File: config.mk
export PLATFORM = sky130hd
export DESIGN_NAME = moore_subtractor_flat
export DESIGN_NICKNAME = d
export VERILOG_FILES = /design/src/rtl/moore_serial_pkg.sv /design/src/rtl/moore_subtractor_if.sv /design/src/rtl/moore_subtractor_shift_reg.sv /design/src/rtl/moore_subtractor.sv /design/src/flat_wrapper.sv
export SDC_FILE = /design/constraint.sdc
export NUM_CORES = 1
export LEC_CHECK = 0
export ABC_AREA = 1
export CORE_MARGIN = 4
export CORE_UTILIZATION = 45
export CTS_CLUSTER_DIAMETER = 80
export CTS_CLUSTER_SIZE = 28
export DETAILED_ROUTE_END_ITERATION = 8
export PLACE_DENSITY = 0.78
export SLEW_MARGIN = 40
export SYNTH_ARGS = -nofsm -noshare
export SYNTH_HDL_FRONTEND = slang
export SYNTH_SLANG_ARGS = --single-unit
File: constraint.sdc
create_clock -name clock -period 1.6 [get_ports clock]
set_clock_uncertainty 0.15 [all_clocks]
set_input_delay 0.24 -clock clock [delete_from_list [all_inputs] [get_ports clock]]
set_output_delay 0.24 -clock clock [all_outputs]
set_load 0.01 [all_outputs]
File: src/rtl/moore_serial_pkg.sv
// Shared definitions for the Moore-type serial adder/subtractor datapaths.
package moore_serial_pkg;

    // Width of the {borrow/carry, sum/diff} Moore state.
    localparam int unsigned STATE_W = 2;

    // State encoding {borrow, diff}: G = no borrow pending, H = borrow pending.
    typedef enum logic [STATE_W-1:0] {
        G0 = 2'b00,
        G1 = 2'b01,
        H0 = 2'b10,
        H1 = 2'b11
    } serial_state_e;

    // Next state of the serial subtractor given the current state and operand bits.
    function automatic serial_state_e sub_next_state(
        input serial_state_e cur,
        input logic          a_bit,
        input logic          b_bit
    );
        serial_state_e nxt;
        nxt = G0;
        if (cur[1] == 1'b0) begin
            case ({a_bit, b_bit})
                2'b00:   nxt = G0;
                2'b01:   nxt = H1;
                2'b10:   nxt = G1;
                default: nxt = G0;
            endcase
        end else begin
            case ({a_bit, b_bit})
                2'b00:   nxt = H1;
                2'b01:   nxt = H0;
                2'b10:   nxt = G0;
                default: nxt = H1;
            endcase
        end
        return nxt;
    endfunction

    // Serial output bit carried by a state (its LSB).
    function automatic logic state_out_bit(input serial_state_e s);
        return s[0];
    endfunction

    // Borrow/carry flag carried by a state (its MSB).
    function automatic logic state_flag_bit(input serial_state_e s);
        return s[1];
    endfunction

endpackage

File: src/rtl/moore_subtractor_if.sv
// Start/done handshake and operand/result bus of the serial subtractor.
interface moore_subtractor_if #(
    parameter int unsigned N = 4
);

    logic         start;
    logic [N-1:0] A;
    logic [N-1:0] B;
    logic [N-1:0] diff;
    logic         borrow;
    logic         busy;
    logic         done;

    // Sequencer side: issues operations, observes results.
    modport master (
        output start, A, B,
        input  diff, borrow, busy, done
    );

    // Datapath side: accepts operations, produces results.
    modport slave (
        input  start, A, B,
        output diff, borrow, busy, done
    );

endinterface

File: src/rtl/moore_subtractor_shift_reg.sv
// Parallel-load, serial-in shift-right register with async active-high clear.
module shift_reg_n #(
    parameter int unsigned N = 4
) (
    input  logic         clock,
    input  logic         rst,
    input  logic         load,
    input  logic         en,
    input  logic         sin,
    input  logic [N-1:0] pdata,
    output logic [N-1:0] q
);

    logic [N-1:0] q_q;
    logic [N-1:0] q_d;

    // Load has priority over shifting; serial input enters at the MSB.
    always_comb begin
        q_d = q_q;
        if (load) begin
            q_d = pdata;
        end else if (en) begin
            q_d = {sin, q_q[N-1:1]};
        end
    end

    // Register with asynchronous clear.
    always_ff @(posedge clock or posedge rst) begin
        if (rst) begin
            q_q <= '0;
        end else begin
            q_q <= q_d;
        end
    end

    assign q = q_q;

endmodule

File: src/rtl/moore_subtractor.sv
// Moore-type serial subtractor: A - B one bit per clock, LSB first, with borrow-out.
module moore_subtractor
    import moore_serial_pkg::*;
#(
    parameter int unsigned N  = 4,
    parameter int unsigned CW = 4
) (
    input  logic               clock,
    input  logic               resetn,
    moore_subtractor_if.slave  bus
);

    // Busy cycles per operation: N data bits plus one borrow-flush cycle.
    localparam int unsigned OP_CYCLES = N + 1;

    serial_state_e state_q;
    serial_state_e state_d;
    serial_state_e next_c;
    logic [CW-1:0] count_q;
    logic [CW-1:0] count_d;
    logic          busy_q;
    logic          busy_d;
    logic          done_q;
    logic          done_d;
    logic          borrow_q;
    logic          borrow_d;
    logic          accept_c;

    logic [N-1:0]  qa_q;
    logic [N-1:0]  qb_q;
    logic [N-1:0]  diff_q;

    // Only the LSBs of the operand registers feed the FSM.
    logic          unused_operand_msbs;
    assign unused_operand_msbs = ^{qa_q[N-1:1], qb_q[N-1:1]};

    // A request is taken only while idle; requests during busy are dropped.
    assign accept_c = bus.start & ~busy_q;

    // Minuend shift register: loaded on accept, drains LSB first while busy.
    shift_reg_n #(
        .N (N)
    ) u_qa (
        .clock (clock),
        .rst   (resetn),
        .load  (accept_c),
        .en    (busy_q),
        .sin   (1'b0),
        .pdata (bus.A),
        .q     (qa_q)
    );

    // Subtrahend shift register.
    shift_reg_n #(
        .N (N)
    ) u_qb (
        .clock (clock),
        .rst   (resetn),
        .load  (accept_c),
        .en    (busy_q),
        .sin   (1'b0),
        .pdata (bus.B),
        .q     (qb_q)
    );

    // Result register: cleared on accept, collects the state's diff bit at the MSB.
    shift_reg_n #(
        .N (N)
    ) u_diff (
        .clock (clock),
        .rst   (resetn),
        .load  (accept_c),
        .en    (busy_q),
        .sin   (state_out_bit(state_q)),
        .pdata ('0),
        .q     (diff_q)
    );

    // Next-state, counter and handshake logic.
    always_comb begin
        state_d  = state_q;
        count_d  = count_q;
        busy_d   = busy_q;
        done_d   = 1'b0;
        borrow_d = borrow_q;
        next_c   = sub_next_state(state_q, qa_q[0], qb_q[0]);

        if (accept_c) begin
            state_d = G0;
            count_d = CW'(OP_CYCLES);
            busy_d  = 1'b1;
        end else if (busy_q) begin
            state_d = next_c;
            count_d = count_q - CW'(1);
            if (count_q == CW'(1)) begin
                // Flush cycle ran on zero bits, so next_c carries the final borrow.
                busy_d   = 1'b0;
                done_d   = 1'b1;
                borrow_d = state_flag_bit(next_c);
            end
        end
    end

    // FSM state, counter and output flags.
    always_ff @(posedge clock or posedge resetn) begin
        if (resetn) begin
            state_q  <= G0;
            count_q  <= '0;
            busy_q   <= 1'b0;
            done_q   <= 1'b0;
            borrow_q <= 1'b0;
        end else begin
            state_q  <= state_d;
            count_q  <= count_d;
            busy_q   <= busy_d;
            done_q   <= done_d;
            borrow_q <= borrow_d;
        end
    end

    assign bus.diff   = diff_q;
    assign bus.borrow = borrow_q;
    assign bus.busy   = busy_q;
    assign bus.done   = done_q;

endmodule

File: src/flat_wrapper.sv
// flat-port wrapper written by rule: the top's interface ports become plain ports
module moore_subtractor_flat import moore_serial_pkg::*;
#(
    parameter int unsigned N  = 4,
    parameter int unsigned CW = 4
)
  (clock, resetn, bus_start, bus_A, bus_B, bus_diff, bus_borrow, bus_busy, bus_done);
  moore_subtractor_if #(.N(N)) bus_i ();
  input  logic clock;
  input  logic resetn;
  input wire logic [$bits(bus_i.start)-1:0] bus_start;
  input wire logic [$bits(bus_i.A)-1:0] bus_A;
  input wire logic [$bits(bus_i.B)-1:0] bus_B;
  output wire logic [$bits(bus_i.diff)-1:0] bus_diff;
  output wire logic [$bits(bus_i.borrow)-1:0] bus_borrow;
  output wire logic [$bits(bus_i.busy)-1:0] bus_busy;
  output wire logic [$bits(bus_i.done)-1:0] bus_done;
  assign bus_i.start = bus_start;
  assign bus_i.A = bus_A;
  assign bus_i.B = bus_B;
  assign bus_diff = bus_i.diff;
  assign bus_borrow = bus_i.borrow;
  assign bus_busy = bus_i.busy;
  assign bus_done = bus_i.done;
  moore_subtractor #(.N(N), .CW(CW)) u_core (.clock(clock), .resetn(resetn), .bus(bus_i));
endmodule
* Word level (Yosys, flattened, before mapping)
Cells that the tools add are included.
** Storage, ports and cells
- Flip-flop bits (word level) :: 21
- Logic and storage cells :: 36
** Cells by class
- Bitwise logic cells :: 3
- Equal/unequal tests :: 3
- Add/sub/neg operators :: 1
- Multiplexer cells :: 19
- Reduce and logical (&&, ||, !) cells :: 2
** Operators by type and width (number)
- 4-bit 2-to-1 mux :: 8
- 2-bit case mux with 2 select lines :: 2
- 1-bit 2-to-1 mux :: 6
- 2-bit 2-to-1 mux :: 3
- 4-bit by 1-bit == test with 1-bit output (second input constant) :: 1
- 4-bit by 1-bit subtractor with 4-bit output (second input constant) :: 1
- 3-bit AND reduction :: 1
- 2-bit by 1-bit == test with 1-bit output (second input constant) :: 1
- 2-bit == test (second input constant) :: 1
- 1-bit inverter :: 2
- 2-bit nonzero test :: 1
- 1-bit bitwise AND :: 1

* Longest topological paths before layout
- Depth in word-level cells :: 5
- Depth in mapped cells :: 7

* Modules after synthesis
From an unflattened synthesis, not the netlist that was laid out.
** Second synthesis, totals
- Cells, all modules :: 129
- Area total of the unflattened synthesis :: 1006.0 um2
** Modules (own cells, without submodules)
- shift_reg_n :: seq. area each 100.1 um2, area an instance 190.2 um2, instances 3, cells an instance 26
- moore_subtractor :: seq. area each 225.2 um2, area an instance 435.4 um2, instances 1, cells an instance 51

* Worst setup path after synthesis
No wires, ideal clock.
- Path type :: register to register
- From :: register u_core.u_qb.q_q[0], in the netlist u_core.u_qb.q[0]
- To :: register u_core.state_q[0]
- Library setup time :: 0.076 ns
- Period minus slack after synthesis :: 1.216 ns
- Setup slack :: 0.384 ns
- Cell stages (with the launch flop) :: 5
- Arrival time :: 0.990 ns
- Path through :: dfrtp_1 > inv_1 > fa_1 > nand2_1 > o21ai_1
** Between the ends
- Word-level cells in the longest chain between the ends :: 5
** Ends and longest elaborated chain
- from (decl) :: line moore_subtractor_shift_reg.sv:14 : logic [N-1:0] q_q;
- from (signal assigned) :: line moore_subtractor_shift_reg.sv:32 : q_q <= q_d;
- 2-bit == test / 2-bit by 1-bit == test with 1-bit output (equally long branches) :: line moore_serial_pkg.sv:24, moore_serial_pkg.sv:31
- 2-bit case mux with 2 select lines (on tied branches) :: line moore_serial_pkg.sv:24, moore_serial_pkg.sv:31
- 2-bit 2-to-1 mux * :: line moore_serial_pkg.sv:23 : if (cur[1] == 1'b0) begin
- 2-bit 2-to-1 mux * :: line moore_subtractor.sv:92 : end else if (busy_q) begin
- 2-bit 2-to-1 mux * :: line moore_subtractor.sv:88 : if (accept_c) begin
- to (signal assigned) :: line moore_subtractor.sv:113 : state_q <= state_d;
- to (decl) :: line moore_subtractor.sv:16 : serial_state_e state_q;
Every way passes the cells marked *; elsewhere a longest branch is shown, timed or not. The select of a mux whose other input is x is not followed.
A chain may end at the register's enable or synchronous reset.

* Worst setup path in the final report
- From :: register u_core.busy_q, in the netlist u_core.bus.busy
- To :: output port bus_busy
** RTL lines
- from (decl) :: line moore_subtractor.sv:21 : logic busy_q;
- from (signal assigned) :: line moore_subtractor.sv:115 : busy_q <= busy_d;
- to (decl) :: line flat_wrapper.sv:16 : output wire logic [$bits(bus_i.busy)-1:0] bus_busy;
No word-level cell between the ends.

==> reports/summary.txt <==
status -> completed
row cnt -> 16
vias per inst -> 4.697
PD cells -> 1573 mW/mm^2
layout cells sized above 1 -> 9.600%
Synth Instances -> 103
unrepaired setup endpoints after global routing -> no
GRT overflow -> 0
Ys Warns -> 0
CTS buffer count -> 3
drc violations -> 0
DR vias -> 714
Hold Path Class -> in2async
worst r2r path cells -> 4
leakage -> 0.6280 nW
crit path kind -> reg2out
Reg clk slew, reported paths -> 110 ps
clock buffer depth -> 2
TritonCTS clock tree -> done
global placer's final weighted congestion -> 0.7879
CTS Sinks -> 21
pre-CTS setup slack -> 112.2 ps
CP max stage cell -> dfrtp_1
critical path startpoint -> u_core.bus.busy
Setup violations, final -> 0
nets -> 140
Worst slew margin -> 79.86%
max-slew violations -> 0
first-pass GRT wire length -> 2842 um
Area growth syn-to-layout -> 26.39%
clk root buf -> clkbuf_4
Die Y -> 53.21 um
placed wire-length estimate -> 1247 um
Post-Syn Area per Cell -> 8.928 sq um
clk_lat worst skew -> 300 ps
Initial DRT Pass Iterations -> 4
CP top delay family -> flip-flops
number of global-route vias before repair -> 704
Post-DP Area -> 0.001134 sq mm
DR iter-0 viols -> 10
Die X -> 53.21 um
worst r2r dst -> u_core.bus.borrow
reg2reg start -> u_core.u_qb.q[0]
slew at the pin closest to its max-slew limit -> 301.8 ps
Max FO, Critical Path -> 2
worst setup margin -> 227.4 ps
Port Buffers -> 17
number of H-tree levels -> 1
Setup crit start kind -> register
crit path cell chain -> dlygate4sd2_1
CP bufs+invs -> 1
IO Pins -> 18
Data arrival, critical path -> 980 ps
sequential element share of the synthesized area -> 57.14%
routed length per instance -> 11.01 um
max_cap viols -> 0
flop-to-flop setup slack -> 280 ps
Seq cells post-synth -> 21
CP required -> 1210 ps
peak supply drop -> 0.7928 mV
Max stage delay on crit path -> 400 ps
routed wire length -> 1673 um
final hold violations -> 0
die area -> 0.002831 sq mm
CP endpoint kind -> output port
Starting Density -> 47.36%
Yosys cell types -> 18
Post-DRT Antenna Nets -> 0
antenna fix cells -> 0
Syn Nets -> 117
antenna violations before repair -> 0
clock period minus worst slack -> 1373 ps
Tcrit/Tclk final -> 85.79%
All-Layer GR Usage -> 14.49%
CP Depth -> 1
area of the core -> 0.001942 sq mm
setup TNS -> 0 ps
design area -> 0.001162 sq mm
pin count of the biggest net entering global routing -> 22
synthesized area -> 919.6 sq um
highest clock rate -> 0.7285 GHz
metal layers:
layer	GRT usage, %	up-vias	wire [um]
met2	23.27	21	763
li1	-	362	-
met4	11.91	0	72
met3	3.380	7	102
met1	16.04	324	734
met5	0	-	0
power breakdown:
| part | switching (mW) | leakage (nW) | total, mW | internal [mW] |
|---|---|---|---|---|
| Clock | 0.152 | 0.0150 | 0.250 | 0.0973 |
| Combinational | 0.406 | 0.344 | 0.736 | 0.330 |
| Sequential | 0.107 | 0.269 | 0.842 | 0.736 |
state kept, by name (all words and copies together), names as in the netlist:
signal / cells
u_core.count_q: 4
u_core.u_diff.q: 4
u_core.u_qa.q: 4
u_core.u_qb.q: 4
u_core.state_q: 2
u_core.bus.borrow: 1
u_core.bus.busy: 1
u_core.bus.done: 1
layout make-up:
type / count / area (sq um)
Sequential cell: 21 / 525.5
Inverter: 16 / 60.06
Tap cell: 27 / 33.78
Clock buffer: 4 / 26.28
Timing Repair Buffer: 20 / 195.2
Fill cell: 184 / 779.5
Multi-Input combinational cell: 64 / 321.6
cell families after synthesis:
group,Yosys count,share of synthesized area (%)
AOI/OAI and AO/OA,10,6.122
buffers and inverters,18,7.891
DFF,21,57.14
adders and majority gates,3,4.898
and+or+nand+nor,51,23.95
worst max-delay path by stage:
stage                                    to  slack, ps
final                              bus_busy        230
after detailed placement   u_core.u_qa.q[1]        110
after CTS                       bus_diff[1]        0.3
after global routing               bus_busy        160
after floorplan           u_core.state_q[0]        380
after global placement     u_core.u_qb.q[2]        130
cells in the mapped netlist, drive strengths merged:
master / n / area share (%)
inv: 16 / 6.5
ha: 2 / 2.7
fa: 1 / 2.2
nand2: 36 / 15
nand3: 8 / 4.4
a21oi: 1 / 0.54
dfrtp: 21 / 57
o22ai: 5 / 3.4
buf: 2 / 1.4
o21ai: 4 / 2.2
nor2: 6 / 3.8
nand3b: 1 / 0.82
placed cells by master (no fill, tap or decap):
master,synthesis,routed
clkbuf_4,0,3
nor2_2,2,2
clkbuf_1,0,1
nand2_1,35,35
inv_1,14,14
nor2_1,3,3
dlymetal6s2s_1,0,3
dlygate4sd2_1,0,4
o22ai_1,5,5
dfrtp_1,21,21
clkdlybuf4s50_1,0,10
nand3_1,8,8
a21oi_1,1,1
ha_1,2,2
buf_4,1,3
fa_1,1,1
o21ai_0,2,2
o21ai_1,2,2
nor2_4,1,1
nand3b_1,1,1
inv_2,2,2
nand2_2,1,1
repair_timing:
| item | 4_1_cts | 5_1_grt |
|---|---|---|
| gates resized for setup | 4 | 3 |
| setup endpoints to repair | 4 | 3 |
| setup buffers | 0 | 0 |
| hold buffers | 0 | 0 |
| pin swaps | 0 | 0 |
per-stage QoR:
step,hold WS [ps],cells,total power [mW],utilization (%)
final,104.9,152,1.828,59.86
after global routing,121.3,152,2.016,59.86
after detailed placement,313.4,148,1.642,58.38
after floorplan,66.53,103,1.348,-
after CTS,105.2,152,1.870,59.47
after global placement,306.2,148,1.602,58.38
Note: power is estimated with default switching activity, not from simulation.
